### config.mk
export PLATFORM = sky130hd
export DESIGN_NAME = base12_digit_serializer
export DESIGN_NICKNAME = d
export VERILOG_FILES = /design/src/rtl/base12_pkg.sv /design/src/rtl/base12_divmod12.sv /design/src/rtl/base12_digit_serializer.sv
export SDC_FILE = /design/constraint.sdc
export NUM_CORES = 1
export LEC_CHECK = 0
export BUFFER_PORTS_ARGS = -buffer_cell sky130_fd_sc_hd__buf_2
export CORE_MARGIN = 1.5
export CORE_UTILIZATION = 30
export DETAILED_ROUTE_END_ITERATION = 8
export PLACE_DENSITY = 0.44
export SYNTH_ARGS = -nofsm -noshare
export SYNTH_HDL_FRONTEND = slang
export SYNTH_SLANG_ARGS = --single-unit
### constraint.sdc
create_clock -name clk -period 7.5 [get_ports clk]
set_input_delay 1.5 -clock clk [delete_from_list [all_inputs] [get_ports clk]]
set_output_delay 1.5 -clock clk [all_outputs]
set_load 0.02 [all_outputs]
### src/rtl/base12_pkg.sv
// Shared constants and FSM encoding for the base-12 digit serializer.
package base12_pkg;

  localparam int BASE        = 12;
  localparam int DIGIT_W     = 4;
  localparam int NDIGITS_MAX = 5;
  localparam int DATA_W      = 16;

  typedef enum logic [1:0] {
    ST_IDLE    = 2'd0,
    ST_CONVERT = 2'd1,
    ST_HOLD    = 2'd2
  } state_e;

endpackage

### src/rtl/base12_divmod12.sv
// Combinational divide-by-12: restoring long division, one quotient bit per dividend bit.
module base12_divmod12
  import base12_pkg::*;
(
  input  logic [DATA_W-1:0]  dividend,
  output logic [DATA_W-1:0]  quotient,
  output logic [DIGIT_W-1:0] remainder
);

  // One spare bit: the partial remainder is at most 2*11+1 before subtraction.
  logic [DIGIT_W:0] r;

  always_comb begin
    r        = '0;
    quotient = '0;
    for (int i = DATA_W - 1; i >= 0; i--) begin
      r = {r[DIGIT_W-1:0], dividend[i]};
      if (r >= (DIGIT_W+1)'(BASE)) begin
        r           = r - (DIGIT_W+1)'(BASE);
        quotient[i] = 1'b1;
      end
    end
    remainder = r[DIGIT_W-1:0];
  end

endmodule

### src/rtl/base12_digit_serializer.sv
// Buffers 16-bit ALU results and converts each to NDIGITS base-12 digits,
// one digit per cycle, presenting the result under a valid/ready handshake.
module base12_digit_serializer
  import base12_pkg::*;
#(
  parameter int FIFO_DEPTH = 2,
  parameter int NDIGITS    = 5
) (
  input  logic                       clk,
  input  logic                       reset,
  input  logic [DATA_W-1:0]          in_data,
  input  logic                       in_valid,
  output logic [DIGIT_W*NDIGITS-1:0] out_digits,
  output logic [2:0]                 out_ndigits,
  output logic                       out_valid,
  input  logic                       out_ready,
  output logic                       busy,
  output logic                       overflow,
  input  logic                       clear_ovf
);

  localparam int PTR_W = (FIFO_DEPTH > 1) ? $clog2(FIFO_DEPTH) : 1;
  localparam int CNT_W = PTR_W + 1;

  logic [FIFO_DEPTH-1:0][DATA_W-1:0] fifo_mem;
  logic [PTR_W-1:0]                  rd_ptr;
  logic [PTR_W-1:0]                  wr_ptr;
  logic [CNT_W-1:0]                  fifo_cnt;
  logic                              fifo_empty;
  logic                              fifo_full;
  logic                              push;
  logic                              pop;
  logic                              drop;

  state_e                     state, state_nxt;
  logic [DATA_W-1:0]          work, work_nxt;
  logic [2:0]                 k, k_nxt;
  logic [DIGIT_W*NDIGITS-1:0] digits_nxt;
  logic [2:0]                 ndig_nxt;
  logic [DATA_W-1:0]          quo;
  logic [DIGIT_W-1:0]         rem;

  // ---------------- input FIFO ----------------
  assign fifo_empty = (fifo_cnt == '0);
  assign fifo_full  = (fifo_cnt == CNT_W'(FIFO_DEPTH));
  assign pop        = (state == ST_IDLE) && !fifo_empty;
  // A pop in the same cycle frees the slot the write lands in, so full+pop still accepts.
  assign push       = in_valid && (!fifo_full || pop);
  assign drop       = in_valid && fifo_full && !pop;
  assign wr_ptr     = rd_ptr + fifo_cnt[PTR_W-1:0];

  always_ff @(posedge clk or posedge reset) begin
    if (reset) begin
      rd_ptr   <= '0;
      fifo_cnt <= '0;
    end else begin
      if (pop)
        rd_ptr <= rd_ptr + 1'b1;
      case ({push, pop})
        2'b10:   fifo_cnt <= fifo_cnt + 1'b1;
        2'b01:   fifo_cnt <= fifo_cnt - 1'b1;
        default: fifo_cnt <= fifo_cnt;
      endcase
    end
  end

  always_ff @(posedge clk) begin
    if (push)
      fifo_mem[wr_ptr] <= in_data;
  end

  always_ff @(posedge clk or posedge reset) begin
    if (reset)
      overflow <= 1'b0;
    else if (drop)
      overflow <= 1'b1;
    else if (clear_ovf)
      overflow <= 1'b0;
  end

  // ---------------- conversion datapath ----------------
  base12_divmod12 u_divmod (
    .dividend  (work),
    .quotient  (quo),
    .remainder (rem)
  );

  always_comb begin
    state_nxt  = state;
    work_nxt   = work;
    k_nxt      = k;
    digits_nxt = out_digits;
    case (state)
      ST_IDLE: begin
        if (pop) begin
          work_nxt  = fifo_mem[rd_ptr];
          k_nxt     = '0;
          state_nxt = ST_CONVERT;
        end
      end
      ST_CONVERT: begin
        for (int i = 0; i < NDIGITS; i++)
          if (k == 3'(i))
            digits_nxt[DIGIT_W*i +: DIGIT_W] = rem;
        work_nxt = quo;
        k_nxt    = k + 3'd1;
        if (k == 3'(NDIGITS - 1))
          state_nxt = ST_HOLD;
      end
      ST_HOLD: begin
        if (out_ready)
          state_nxt = ST_IDLE;
      end
      default: state_nxt = ST_IDLE;
    endcase
  end

  // Highest non-zero digit decides the significant count; zero still reports one digit.
  always_comb begin
    ndig_nxt = 3'd1;
    for (int i = 1; i < NDIGITS; i++)
      if (digits_nxt[DIGIT_W*i +: DIGIT_W] != '0)
        ndig_nxt = 3'(i + 1);
  end

  always_ff @(posedge clk or posedge reset) begin
    if (reset) begin
      state       <= ST_IDLE;
      work        <= '0;
      k           <= '0;
      out_digits  <= '0;
      out_ndigits <= 3'd1;
    end else begin
      state      <= state_nxt;
      work       <= work_nxt;
      k          <= k_nxt;
      out_digits <= digits_nxt;
      if (state == ST_CONVERT && state_nxt == ST_HOLD)
        out_ndigits <= ndig_nxt;
    end
  end

  assign out_valid = (state == ST_HOLD);
  assign busy      = !fifo_empty || (state != ST_IDLE);

endmodule

==> metrics.cfg, run 1 <==
[status]
status = finished clean

[worst_setup_path]
r2r_end = out_ndigits[1]
crit_top_cell = ha_1
crit-reg2reg-launch = work[14]
critical_path.startpoint_type = register
rrSetupSlack_ps = 560
critPathMaxFanout = 9
reg2reg_depth = 32
end_kind = register
critPathArrivalTime_ps = 7160
required_ps = 7720
crit_slowest_cell = or4_4
crit_type = reg2reg
cp_slowest_stage_delay_ps = 550

[min_path]
hp-start = out_digits[18]
hold_end = out_digits[18]
hp-class = reg2reg
worstHoldPathCells = 2

[routing]
dr.pass1.iters = 4
wl_mm = 11.7
via_count = 3829
ant_nets = 0
drc = 0
wl_per_cell_um = 15.7
drtIter0Drc = 209
via_per_inst = 5.14

[sta]
fmax_mhz = 144
tns_ps = 0
period_share = 0.925
skew_ps = 6.44
slew_headroom = 0.296
min_period_ps = 6940
slew_violations = 0
rsz0062_at_grt = no
worst_pin_slew_ps = 1060
fin_ws_ps = 564
setup_viol = 0
hold_violations = 0

[grt]
global_route.usage.total = 0.142
grt_overflow = 0
grt_pass1_wl_mm = 18.9
grt_max_degree = 49
antenna_found_initial = 0
grt_pass1_vias = 3576

[clock_network]
numClockSinks = 80
clkLatencyLatePin_ps = 330
cts_resized = 0
cts_tree = done
cts_hold_buf = 0
cts_root_buf = clkbuf_16
path_clk_slew_ps = 60
post-cts-setup-buffers = 0
cts.path.max_buffers = 2
cts_made_buffers = 9
cts.htree.levels = 3

[final_layout]
layout_commonest_cell = nand2_1
syn_to_final_growth_pct = 14.7
nNetsFinal = 555
fill_cells = 1645
layout-drive-gt1-share = 0.214
antenna_cells = 0
final_cell_mix = nand2_1 (51), dfrtp_1 (47), buf_2 (46), o21ai_0 (36), edfxtp_1 (32)

[synth]
ys_types = 80
synth_nets = 523
ys_seq_area_frac = 0.446
ys_seq_elements = 80
synthCells = 492
synth_area_per_cell_um2 = 9.85
synth-edff-count = 32
synth-async-reset-ratio = 0.600
yosys_warnings = 0
syn_area_um2 = 4850
synth_ff_type = dfrtp_1

[floorplanning]
die-height_um = 130
core_area_um2 = 15800
die_w_um = 130
fp.dieArea_um2 = 16900
start_util = 0.306
boundaryPins = 47
num_rows = 46

[placement]
gp_congestion = 0.807
portBuffers = 46
dp_hpwl_mm = 8.34
pre_cts_ws_ps = 586

[run]
drv_cap = 0

## per-stage QoR
stage	hold slack, ps	cell area, µm²	instances	utilization
floorplan	478	4850	492	-
CTS	483	5550	745	0.351
finish	480	5560	745	0.351
detailed placement	469	5250	729	0.331
global placement	458	5250	729	0.331
global route	511	5560	745	0.351
## synthesized netlist by cell type (all sizes together), types with 5 or more instances
cell type	instances	share of area
o221ai	7	0.013
o31ai	8	0.014
inv	16	0.012
a21oi	26	0.028
a211oi	10	0.021
nand3	22	0.023
mux2	11	0.026
clkbuf	22	0.017
o21ai	38	0.039
or2	7	0.0090
a211o	5	0.0090
ha	10	0.026
a31oi	5	0.0077
o211ai	12	0.020
nor3	13	0.013
mux2i	20	0.044
dfrtp	47	0.24
nand2b	5	0.0065
nand2	51	0.040
buf	10	0.015
nor2b	9	0.013
nor2	32	0.026
edfxtp	32	0.20
## logic make-up after synthesis
group                      share of synthesized area
AOI/OAI and AO/OA                              0.222
xor gates and xnor gates                      0.0145
adders and majority gates                     0.0258
buffers and inverters                         0.0449
DFF                                            0.446
muxes                                         0.0702
and+or+nand+nor                                0.176
## how the worst max path moves through the flow
stage,start,depth (start not counted),slack [ps],to
floorplan,work[14],32,1140,out_ndigits[1]
global placement,work[14],30,800,out_ndigits[1]
detailed placement,work[14],30,590,out_ndigits[1]
CTS,work[14],30,560,out_ndigits[1]
global route,work[14],30,20,out_ndigits[1]
finish,work[14],32,560,out_ndigits[1]
## metal layers
metal	vias to the layer above	wire length (µm)	GRT usage
met2	69	5210	0.212
met5	-	0	0
li1	1909	-	-
met4	0	116	0.0451
met3	7	313	0.0185
met1	1844	6090	0.212
## registers in the layout (all words and copies together) (netlist names)
signal,flops
fifo_mem,32
out_digits,20
work,16
k,3
out_ndigits,3
fifo_cnt,2
state,2
overflow,1
rd_ptr,1
## critical path: cells and delay by family (launching register included)
family / cells / cell delay (ps)
fa+ha+maj: 4 / 920
simple gates: 11 / 2480
mux: 1 / 200
flops: 1 / 380
compound gates: 16 / 2810
## layout make-up
| type | instances | area, µm² | share of cell area |
|---|---|---|---|
| tap | 216 | 270 | 0.0486 |
| clock inverter | 7 | 77.6 | 0.0140 |
| inverter | 16 | 60.1 | 0.0108 |
| clock buffer | 9 | 225 | 0.0405 |
| timing repair buffer | 53 | 283 | 0.0509 |
| sequential | 80 | 2160 | 0.389 |
| multi-input combinational | 364 | 2480 | 0.446 |
Power of run 1 is not shown: default switching activity piles up to over one toggle a cycle in this logic, so the estimate is an artifact.
==> run 2, diff against run 1 <==
BUFFER_PORTS_ARGS = not set   (was -buffer_cell sky130_fd_sc_hd__buf_2)
DONT_BUFFER_PORTS = 1   (was not set)
PLACE_DENSITY = 0.42   (was 0.44)
==> run 2 against run 1 <==
Net effect:
- register-to-register slack better by 50 ps
- clock-buffer cell count unchanged
- worst hold slack better by 61 ps
- fmax up 0.76%
- via count down 4.8%
- critical path depth down 1
- non-clock buffer count down 45
- cell count down 6.0%
- sequential share of layout area up 1.5 points
- final area down 3.6%
- sequential cell count unchanged
- worst setup slack better by 52 ps
==> metrics.cfg, run 2 (synthesis results as in run 1) <==
[status]
status = finished clean

[final_layout]
layout_commonest_cell = nand2_1
layout-drive-gt1-share = 0.147
antenna_cells = 0
regMostFlops = fifo_mem
syn_to_final_growth_pct = 10.6
reg.largest.list = fifo_mem: 32 flops, out_digits: 20 flops, work: 16 flops
fin_cells = 700
final_cell_mix = nand2_1 (51), dfrtp_1 (46), o21ai_0 (36), edfxtp_1 (32), nor2_1 (28)
nNetsFinal = 510
largest_register_ffs = 32

[sta]
skew_ps = 5.78
worst_pin_slew_ps = 1020
hold_slack_ps = 540
setup_viol = 0
min_period_ps = 6880
period_share = 0.918
fin_ws_ps = 616
tns_ps = 0
fmax_mhz = 145
hold_violations = 0
slew_headroom = 0.321
slew_violations = 0

[placement]
pre_cts_ws_ps = 509
placed_cells = 682
dp_hpwl_mm = 8.16
portBuffers = 0
gp_congestion = 0.781

[grt]
grt_pass1_wl_mm = 18.9
global_route.usage.total = 0.143
antenna_found_initial = 0
grt_max_degree = 49
grt_overflow = 0
grt_pass1_vias = 3508

[worst_setup_path]
crit_slowest_cell = or4_4
crit_top_cell = ha_1
cp_slowest_stage_delay_ps = 550
critPathArrivalTime_ps = 7100
critPathMaxFanout = 12
critical_path.startpoint_type = register
reg2reg_depth = 31
crit_type = reg2reg
end_kind = register
required_ps = 7720

[routing]
dr.pass1.iters = 4
via_count = 3644
ant_nets = 0
drtIter0Drc = 267
wl_per_cell_um = 16.3
wl_mm = 11.4
drc = 0
via_per_inst = 5.21

[floorplanning]
start_util = 0.306
die_w_um = 130
boundaryPins = 47
fp.dieArea_um2 = 16900
num_rows = 46
core_area_um2 = 15800
die-height_um = 130

[clock_network]
path_clk_slew_ps = 60
clkLatencyLatePin_ps = 330
cts_tree = done
cts.htree.levels = 3
cts_made_buffers = 9
cts.path.max_buffers = 2
cts_hold_buf = 0
cts_root_buf = clkbuf_16
numClockSinks = 80

[run]
drv_cap = 0

[min_path]
hp-class = reg2reg
worstHoldPathCells = 2

==> run 2: what timing repair did <==
| action | CTS | global route |
|---|---|---|
| endpoints found under the hold margin | 0 | 0 |
| gates resized for setup | 0 | 6 |
| setup endpoints to repair | 0 | 3 |
| setup buffers | 0 | 2 |
==> run 2: layer usage <==
metal / track usage / up-vias / wire length (µm)
li1: - / 1827 / -
met1: 0.204 / 1740 / 5790
met2: 0.221 / 64 / 5030
met3: 0.0283 / 13 / 444
met4: 0.0379 / 0 / 124
met5: 0 / - / 0
==> run 2: final cells by class <==
| type | count | area (µm²) |
|---|---|---|
| multi-input cells | 364 | 2480 |
| inverters | 16 | 60.1 |
| flip-flops and latches | 80 | 2160 |
| repair buffers | 8 | 60.1 |
| clock buffers | 9 | 225 |
| well taps | 216 | 270 |
| clock inverters | 7 | 96.3 |
| fillers | 1612 | 10500 |
==> run 2: path summary, 6_finish.rpt <==
kind	startpoint	to	slack (ps)
max	work[15]	out_ndigits[1]	620
min	fifo_mem[15]	work[15]	540
max reg2reg	work[15]	out_ndigits[1]	620
min reg2reg	fifo_mem[15]	work[15]	540
max in group asynchronous	reset	work[15]	5510
min in group asynchronous	reset	out_digits[16]	1290
==> run 2: worst max-delay path: cells and delay by family (launching register included) <==
family,cells,cell delay (ps)
compound gates,14,2680
fa+ha+maj,4,950
flops,1,480
mux,2,440
simple gates,11,2240
==> run 2: per-stage QoR <==
| stage | cell area, µm² | util |
|---|---|---|
| after global routing | 5360 | 0.339 |
| after floorplan | 4850 | - |
| after global placement | 5010 | 0.316 |
| final | 5360 | 0.339 |
| after detailed placement | 5010 | 0.316 |
| after CTS | 5330 | 0.337 |
Power of run 2 is left out for the same reason.
